<file path="config.mk">
export PLATFORM = sky130hd
export DESIGN_NAME = fix_checksum_tx
export DESIGN_NICKNAME = d
export VERILOG_FILES = /design/src/rtl/fix_pkg.sv /design/src/rtl/chk_to_ascii3.sv /design/src/rtl/fix_checksum_tx.sv
export SDC_FILE = /design/constraint.sdc
export NUM_CORES = 1
export LEC_CHECK = 0
export CELL_PAD_IN_SITES_DETAIL_PLACEMENT = 0
export CELL_PAD_IN_SITES_GLOBAL_PLACEMENT = 1
export CORE_MARGIN = 4
export CORE_UTILIZATION = 39
export CTS_CLUSTER_DIAMETER = 50
export DETAILED_ROUTE_END_ITERATION = 10
export PLACE_DENSITY = 0.83
export REMOVE_ABC_BUFFERS = 1
export SLEW_MARGIN = 10
export SYNTH_ARGS = -nofsm -noshare
export SYNTH_HDL_FRONTEND = slang
export SYNTH_SLANG_ARGS = --single-unit
</file>
<file path="constraint.sdc">
create_clock -name clk -period 5.2 [get_ports clk]
set_input_delay 1.04 -clock clk [delete_from_list [all_inputs] [get_ports clk]]
set_output_delay 1.04 -clock clk [all_outputs]
set_load 0.05 [all_outputs]
</file>
<file path="src/rtl/fix_pkg.sv">
// Shared constants and state type for the FIX checksum trailer path.
// Latency: n/a (declarations only).
// Backpressure: n/a.
package fix_pkg;

  localparam logic [7:0] SOH      = 8'h01;
  localparam logic [7:0] ASCII_0  = 8'h30;
  localparam logic [7:0] ASCII_1  = 8'h31;
  localparam logic [7:0] ASCII_EQ = 8'h3D;

  // Trailer "10=NNN<SOH>" is seven bytes; index runs 0..6.
  localparam int         CHK_TAG_LEN = 7;
  localparam logic [2:0] LAST_IDX    = 3'(CHK_TAG_LEN - 1);

  typedef enum logic {
    PASS  = 1'b0,
    TRAIL = 1'b1
  } state_t;

endpackage

</file>
<file path="src/rtl/chk_to_ascii3.sv">
// Converts an 8-bit value to three zero-padded ASCII decimal digits.
// Latency: combinational.
// Backpressure: none, pure function of the input.
module chk_to_ascii3
  import fix_pkg::*;
(
  input  logic [7:0] value,
  output logic [7:0] hund,
  output logic [7:0] tens,
  output logic [7:0] ones
);

  logic [7:0] h_val;
  logic [7:0] t_val;
  logic [7:0] o_val;

  // Decimal split by constant divisors; every result fits in 0..9.
  always_comb begin
    h_val = value / 8'd100;
    t_val = (value / 8'd10) % 8'd10;
    o_val = value % 8'd10;
    hund  = ASCII_0 + h_val;
    tens  = ASCII_0 + t_val;
    ones  = ASCII_0 + o_val;
  end

endmodule

</file>
<file path="src/rtl/fix_checksum_tx.sv">
// Passes a FIX byte stream through and appends the "10=NNN<SOH>" checksum trailer.
// Latency: body bytes 0 cycles (combinational); trailer starts the cycle after last_i is accepted.
// Backpressure: ready_i passes straight to ready_o in PASS; trailer stalls in place while ready_i=0.
module fix_checksum_tx
  import fix_pkg::*;
(
  input  logic       clk,
  input  logic       rst,
  input  logic [7:0] data_i,
  input  logic       valid_i,
  input  logic       last_i,
  output logic       ready_o,
  output logic [7:0] data_o,
  output logic       valid_o,
  output logic       last_o,
  input  logic       ready_i,
  output logic [7:0] chk_o,
  output logic       chk_valid_o,
  output logic       fmt_err_o
);

  state_t     state;
  logic [7:0] sum;
  logic [2:0] idx;
  logic [7:0] chk;
  logic       fmt_err;
  logic [7:0] dig_hund;
  logic [7:0] dig_tens;
  logic [7:0] dig_ones;
  logic [7:0] trail_byte;
  logic       in_hs;
  logic       out_hs;

  chk_to_ascii3 u_digits (
    .value (chk),
    .hund  (dig_hund),
    .tens  (dig_tens),
    .ones  (dig_ones)
  );

  // Body byte accepted (PASS only) and trailer byte taken downstream (TRAIL only).
  assign in_hs  = !rst && (state == PASS) && valid_i && ready_i;
  assign out_hs = !rst && (state == TRAIL) && ready_i;

  // Pick the trailer byte for the current index.
  always_comb begin
    trail_byte = SOH;
    case (idx)
      3'd0:    trail_byte = ASCII_1;
      3'd1:    trail_byte = ASCII_0;
      3'd2:    trail_byte = ASCII_EQ;
      3'd3:    trail_byte = dig_hund;
      3'd4:    trail_byte = dig_tens;
      3'd5:    trail_byte = dig_ones;
      default: trail_byte = SOH;
    endcase
  end

  // Output mux: pass-through in PASS, generated trailer in TRAIL, quiet during reset.
  always_comb begin
    data_o  = data_i;
    valid_o = 1'b0;
    ready_o = 1'b0;
    last_o  = 1'b0;
    if (!rst) begin
      if (state == PASS) begin
        valid_o = valid_i;
        ready_o = ready_i;
      end else begin
        data_o  = trail_byte;
        valid_o = 1'b1;
        last_o  = (idx == LAST_IDX);
      end
    end
  end

  assign chk_o       = chk;
  assign fmt_err_o   = fmt_err;
  assign chk_valid_o = out_hs && (idx == LAST_IDX);

  // Accumulate body bytes, latch checksum on last_i, walk the trailer index.
  always_ff @(posedge clk) begin
    if (rst) begin
      state   <= PASS;
      sum     <= 8'h00;
      idx     <= 3'd0;
      chk     <= 8'h00;
      fmt_err <= 1'b0;
    end else begin
      fmt_err <= 1'b0;
      if (in_hs) begin
        if (last_i) begin
          chk     <= sum + data_i;
          sum     <= 8'h00;
          idx     <= 3'd0;
          state   <= TRAIL;
          fmt_err <= (data_i != SOH);
        end else begin
          sum <= sum + data_i;
        end
      end
      if (out_hs) begin
        if (idx == LAST_IDX) begin
          idx   <= 3'd0;
          state <= PASS;
        end else begin
          idx <= idx + 3'd1;
        end
      end
    end
  end

endmodule

</file>
Yosys cells after proc, flatten, opt, wreduce, memory -nomap -nowiden
Cells that the tools add are included.
- register bits after elaboration: 21
- output and inout bits: 21
- logic and storage cells: 55
- add/subtract/negate cells: 5
- div/mod/pow operators: 4
- equal/unequal tests: 7
- mux-type cells: 18
- bitwise logic cells: 3
- reduce and logical (&&, ||, !) cells: 13
- operator list (cell ; count):
    8-bit case mux with 6 select lines ; 1
    6-bit by 8-bit adder with 8-bit output (first input constant) ; 3
    8-bit 2-to-1 mux ; 3
    8-bit by 4-bit modulo with 8-bit output (second input constant) ; 2
    3-bit 2-to-1 mux ; 4
    1-bit 2-to-1 mux ; 10
    3-bit equality test (second input constant) ; 3
    8-bit adder ; 1
    8-bit by 4-bit divider with 8-bit output (second input constant) ; 1
    8-bit by 7-bit divider with 8-bit output (second input constant) ; 1
    8-bit by 1-bit != test with 1-bit output (second input constant) ; 1
    3-bit by 2-bit equality test with 1-bit output (second input constant) ; 2
    1-bit logical AND ; 6
    2-bit AND reduction ; 2
    2-bit nonzero test ; 2
    3-bit by 1-bit adder with 3-bit output (second input constant) ; 1
    3-bit by 1-bit equality test with 1-bit output (second input constant) ; 1
    3-bit zero test ; 1
    1-bit inverter ; 3
    3-bit OR reduction ; 1
    1-bit zero test ; 1

Logic depth before layout (Yosys ltp)
Gate-level depths: netlist of the first run.
- depth in word-level cells: 7
- gate-level depth with buffers: 17

Cells and area by module
From an unflattened synthesis of the first run, not the netlist that was laid out.
- cells, all modules: 355
- area total of the unflattened synthesis: 2578.7 um^2
- by module, submodules not included (module ; times used ; cells an instance ; area an instance (um^2) ; sequential area each (um^2)):
    fix_checksum_tx ; 1 ; 190 ; 1463.9 ; 420.4
    chk_to_ascii3 ; 1 ; 165 ; 1114.8 ; 0.0

Worst setup path after synthesis of the first run
OpenSTA, ideal clock, no wires.
- path type: flip-flop to output port
- from: register chk[6] (netlist: chk_o[6])
- to: output data_o[6]
- arrival time: 4924 ps
- data required time: 4160 ps
- path slack: -764 ps
- cell stages (with the launch flop): 18
- path through: dfxtp_1 > buf_2 > a21boi_0 > a311o_1 > o211ai_1 > inv_1 > ha_1 > o311ai_0 > a31oi_1 > and4b_2 > and2_1 > clkbuf_1 > a211oi_1 > ha_1 > a211oi_1 > o31a_1 > o31a_1 > o31ai_1
- cells in the longest elaborated chain, start to end: 6
- elaborated cells on any way between the ends: 10
- those cells by class: 3 x add/sub; 4 x div; 3 x mux
- RTL lines (what ; RTL line ; text):
    start: declaration ; fix_checksum_tx.sv:25 ; logic [7:0] chk;
    start signal: assignment ; fix_checksum_tx.sv:93 ; chk <= sum + data_i;
    8-bit by 4-bit divider with 8-bit output ; chk_to_ascii3.sv:20 ; t_val = (value / 8'd10) % 8'd10;
    8-bit by 4-bit modulo with 8-bit output ; chk_to_ascii3.sv:20 ;
    6-bit by 8-bit adder with 8-bit output ; chk_to_ascii3.sv:23 ; tens = ASCII_0 + t_val;
    8-bit case mux with 6 select lines (*) ; fix_checksum_tx.sv:48 ; case (idx)
    8-bit 2-to-1 mux (*) ; fix_checksum_tx.sv:66 ; if (state == PASS) begin
    8-bit 2-to-1 mux (*) ; fix_checksum_tx.sv:65 ; if (!rst) begin
    end: declaration ; fix_checksum_tx.sv:13 ; output logic [7:0] data_o,
Every way passes the cells marked *; elsewhere a longest branch is shown, timed or not.

Worst setup path in the final report of the first run
- from: register chk[5] (netlist: chk_o[5])
- to: output data_o[6]
Same word-level chain as after synthesis.

==> results of run 1 <==
-- layer usage --
metal | track usage | vias up | share of wire | wire, um
met4 | 0.02632 | 0 | 0.0066 | 43
met2 | 0.3102 | 37 | 0.49 | 3172
met5 | 0 | - | 0 | 0
li1 | - | 1217 | - | -
met1 | 0.2470 | 1108 | 0.46 | 3031
met3 | 0.01579 | 4 | 0.042 | 273
-- cell usage after synthesis, types with 3 or more instances --
master     n
a211oi_1   5
nor3_1    11
o221ai_1   3
nor2b_1    4
dfxtp_1   21
and3_1     3
nand2_1   34
nand2b_1   5
a22oi_1    7
ha_1      12
clkbuf_1  12
nand3b_1   3
inv_1     14
xnor2_1   11
nor3b_1    4
xor2_1     5
buf_2      6
o21a_1     5
o31ai_1    5
a31oi_1    6
o211ai_1   3
o21ai_0   11
o21bai_1   5
nor2_1    34
a21o_1     4
nand3_1    4
a21oi_1   28
or3_1      4
and2_1     4
-- kinds of logic (layout without fill, tap and decap cells) --
logic type | Yosys count | count (layout) | synth area share
mux | 3 | 3 | 0.01388
fa+ha+maj | 14 | 14 | 0.07995
xor+xnor | 16 | 16 | 0.06219
buf+inv | 37 | 67 | 0.06718
simple gates | 122 | 122 | 0.2676
compound gates | 104 | 104 | 0.3226
flops | 21 | 21 | 0.1866
-- tightest hold or removal path, cell delays in order, from the launching register on --
cell and delay [ns]:
dfxtp_1 0.33, nand2_1 0.06, a21oi_1 0.05
-- worst max-delay path by stage --
| stage | start | to | slack (ns) | cells after the start |
|---|---|---|---|---|
| after floorplan | chk_o[6]$_SDFFE_PP0P_ | data_o[6] | -0.86 | 15 |
| after global placement | chk_o[5]$_SDFFE_PP0P_ | data_o[6] | 0.37 | 16 |
| after detailed placement | chk_o[5]$_SDFFE_PP0P_ | data_o[6] | 0.21 | 16 |
| after CTS | chk_o[7]$_SDFFE_PP0P_ | data_o[6] | 0.04 | 15 |
| after global routing | chk_o[5]$_SDFFE_PP0P_ | data_o[6] | -0.02 | 16 |
| final | chk_o[5]$_SDFFE_PP0P_ | data_o[6] | 0.25 | 16 |
-- report_power, final --
part	internal [mW]	total (mW)	switching, mW
registers	0.165	0.171	0.00633
clock network	0.0545	0.107	0.0528
logic	0.0551	0.137	0.0815
total	0.274	0.415	0.141
-- per-stage QoR --
stage | hold slack [ns] | cells | total power [mW]
after detailed placement | 0.4788 | 414 | 0.3095
final | 0.4908 | 419 | 0.4148
after floorplan | 0.4565 | 295 | 0.2556
after CTS | 0.4915 | 418 | 0.4178
after global placement | 0.4707 | 414 | 0.3090
after global routing | 0.5256 | 419 | 0.4360
-- flip-flops by register name, summed over array words and instances (netlist names) --
register	cells
chk_o	8
state	1
idx	3
sum	8
fmt_err_o	1
-- final cells by class --
type	count	area [um2]	share of cell area
sequential	21	426.7	0.1537
timing repair buffer	48	462.9	0.1667
clock buffer	4	45.04	0.01622
inverter	15	56.30	0.02028
tap	72	90.09	0.03245
multi-input combinational	259	1695	0.6106
-- what timing repair did --
item                                    CTS  global route
hold buffers                              0             0
resized for setup                         2             6
endpoints found under the setup margin    1             3
pin swaps                                 0             1
buffers inserted                          0             1
==> results.md, run 1 <==
- Kind of critical path: flip-flop to primary output
- Max-slew violations: 0
- Nets: 374
- Path depth of the worst reg2reg path: 9
- CP max stage delay: 0.40 ns
- CTS root buf: clkbuf_8
- Share of cells above drive strength 1: 0.1239
- Mapped Cells: 317
- Rel. slew slack: 0.5584
- Hold path startpoint: chk_o[0]$_SDFFE_PP0P_
- DR DRC count: 0
- Status: finished, final reports clean
- Vias in the first global route: 2145
- Rows: 27
- First-pass GRT wire length: 10.58 mm
- Hold Crit Depth: 2
- CP cell instances: nand3b_1, a311o_1, o211ai_1, inv_1, ha_1, o311ai_0, a31oi_1, and4b_2, and2_1, a211oi_2, ha_1, a211oi_1, o31a_1, o31a_1, o31ai_2, buf_12
- PwrDens: 149.4 mW/mm2
- R2r endpoint: chk_o[7]$_SDFFE_PP0P_
- Worst Skew: 0.005044 ns
- Die area: 0.007059 mm2
- Setup violators final: 0
- Area Growth Syn to Fin: 23.21%
- Hold crit path type: flip-flop to flip-flop
- Tcrit/Tclk final: 0.9522
- Final min period: 4.951 ns
- Crit-path slowest cell: dfxtp_2
- Fin area: 0.002776 mm2
- Max Root-Sink Buffers: 2
- 1st-iter DRT viols: 201
- RR Startpoint: sum[1]$_SDFFE_PP0P_
- Register area share after synthesis: 0.1866
- Pre-CTS setup slack: 0.2124 ns
- IO Port Bufs: 33
- Crit path max-delay family: compound AO/OA/AOI/OAI gates
- Share of the synthesized area in the top cell type: 0.1866
- Top cells by area, synth: dfxtp_1, ha_1, a21oi_1
- Chip height: 84.02 um
- R2r setup slk: 3.05 ns
- Synthesized flop and latch total: 21
- Leading area contributor after synthesis: dfxtp_1
- Total track usage: 0.1796
- CTS tree: yes
- Clock Sinks: 21
- Vias per cell: 5.647
- CORE AREA: 0.005540 mm2
- Vias post-DR: 2366
- Static Leak: 1.077 nW
- Critical path buffer and inverter count: 2
- Count of different cell masters after synthesis: 62
- Worst EP arrival: 3.91 ns
- YS warnings: 0
- Antenna diodes: 0
- Ports: 34
- Final ANT Viol Nets: 0
- Setup TNS: 0 ns
- Crit Path Max Fanout: 15
- H-tree levels: 1
- Fill cells: 583
- Worst vdd ir: 0.1341 mV
- DRT Wirelength: 6.520 mm
- Most frequent cells in the layout: nand2_1, nor2_1, a21oi_1
- CP Capture Type: primary output
- Initial antenna violation count: 0
- GR Overflow Total: 0
- Worst Hold End: chk_o[0]$_SDFFE_PP0P_
- Startpoint types: flip-flop
- Mapped Area: 0.002253 mm2
- Worst-Skew Late Latency: 0.26 ns
- DRT Pass-1 Iters: 4
- Tightest Pin Transition: 0.6457 ns
- Avg Cell Area, Syn: 7.109 um2
- Worst path required time: 4.16 ns
- Placer Congestion: 0.8833
- Final setup margin: 0.2487 ns
- Drt wl/cell: 15.56 um
- Num CTS Buffers: 3
- Synth async-reset ratio: 0
- Core Util, Final: 0.5011
- Post-synth EDFFs: 0
- Largest net degree at the start of global routing: 24
- Die W: 84.02 um
- Final Hold Vio Count: 0
- Starting Density: 0.4067
- Max-cap violations: 0
- Post-DP HPWL: 5.094 mm
- Synth Flop Type: dfxtp_1
- DP Area: 0.002704 mm2
- Peak Freq: 202.0 MHz
- Clk slew on worst S/H paths: 0.08 ns
No activity file was read; power rests on OpenSTA's default activity.
==> run 2: changes to the inputs <==
--- a/config.mk
+++ b/config.mk
@@ -13,7 +13,7 @@
 export DETAILED_ROUTE_END_ITERATION = 10
 export PLACE_DENSITY = 0.83
 export REMOVE_ABC_BUFFERS = 1
-export SLEW_MARGIN = 10
 export SYNTH_ARGS = -nofsm -noshare
 export SYNTH_HDL_FRONTEND = slang
 export SYNTH_SLANG_ARGS = --single-unit
+export TNS_END_PERCENT = 30
==> results of run 2 <==
No change in the layout: final DEF, timing and power equal those of run 1.
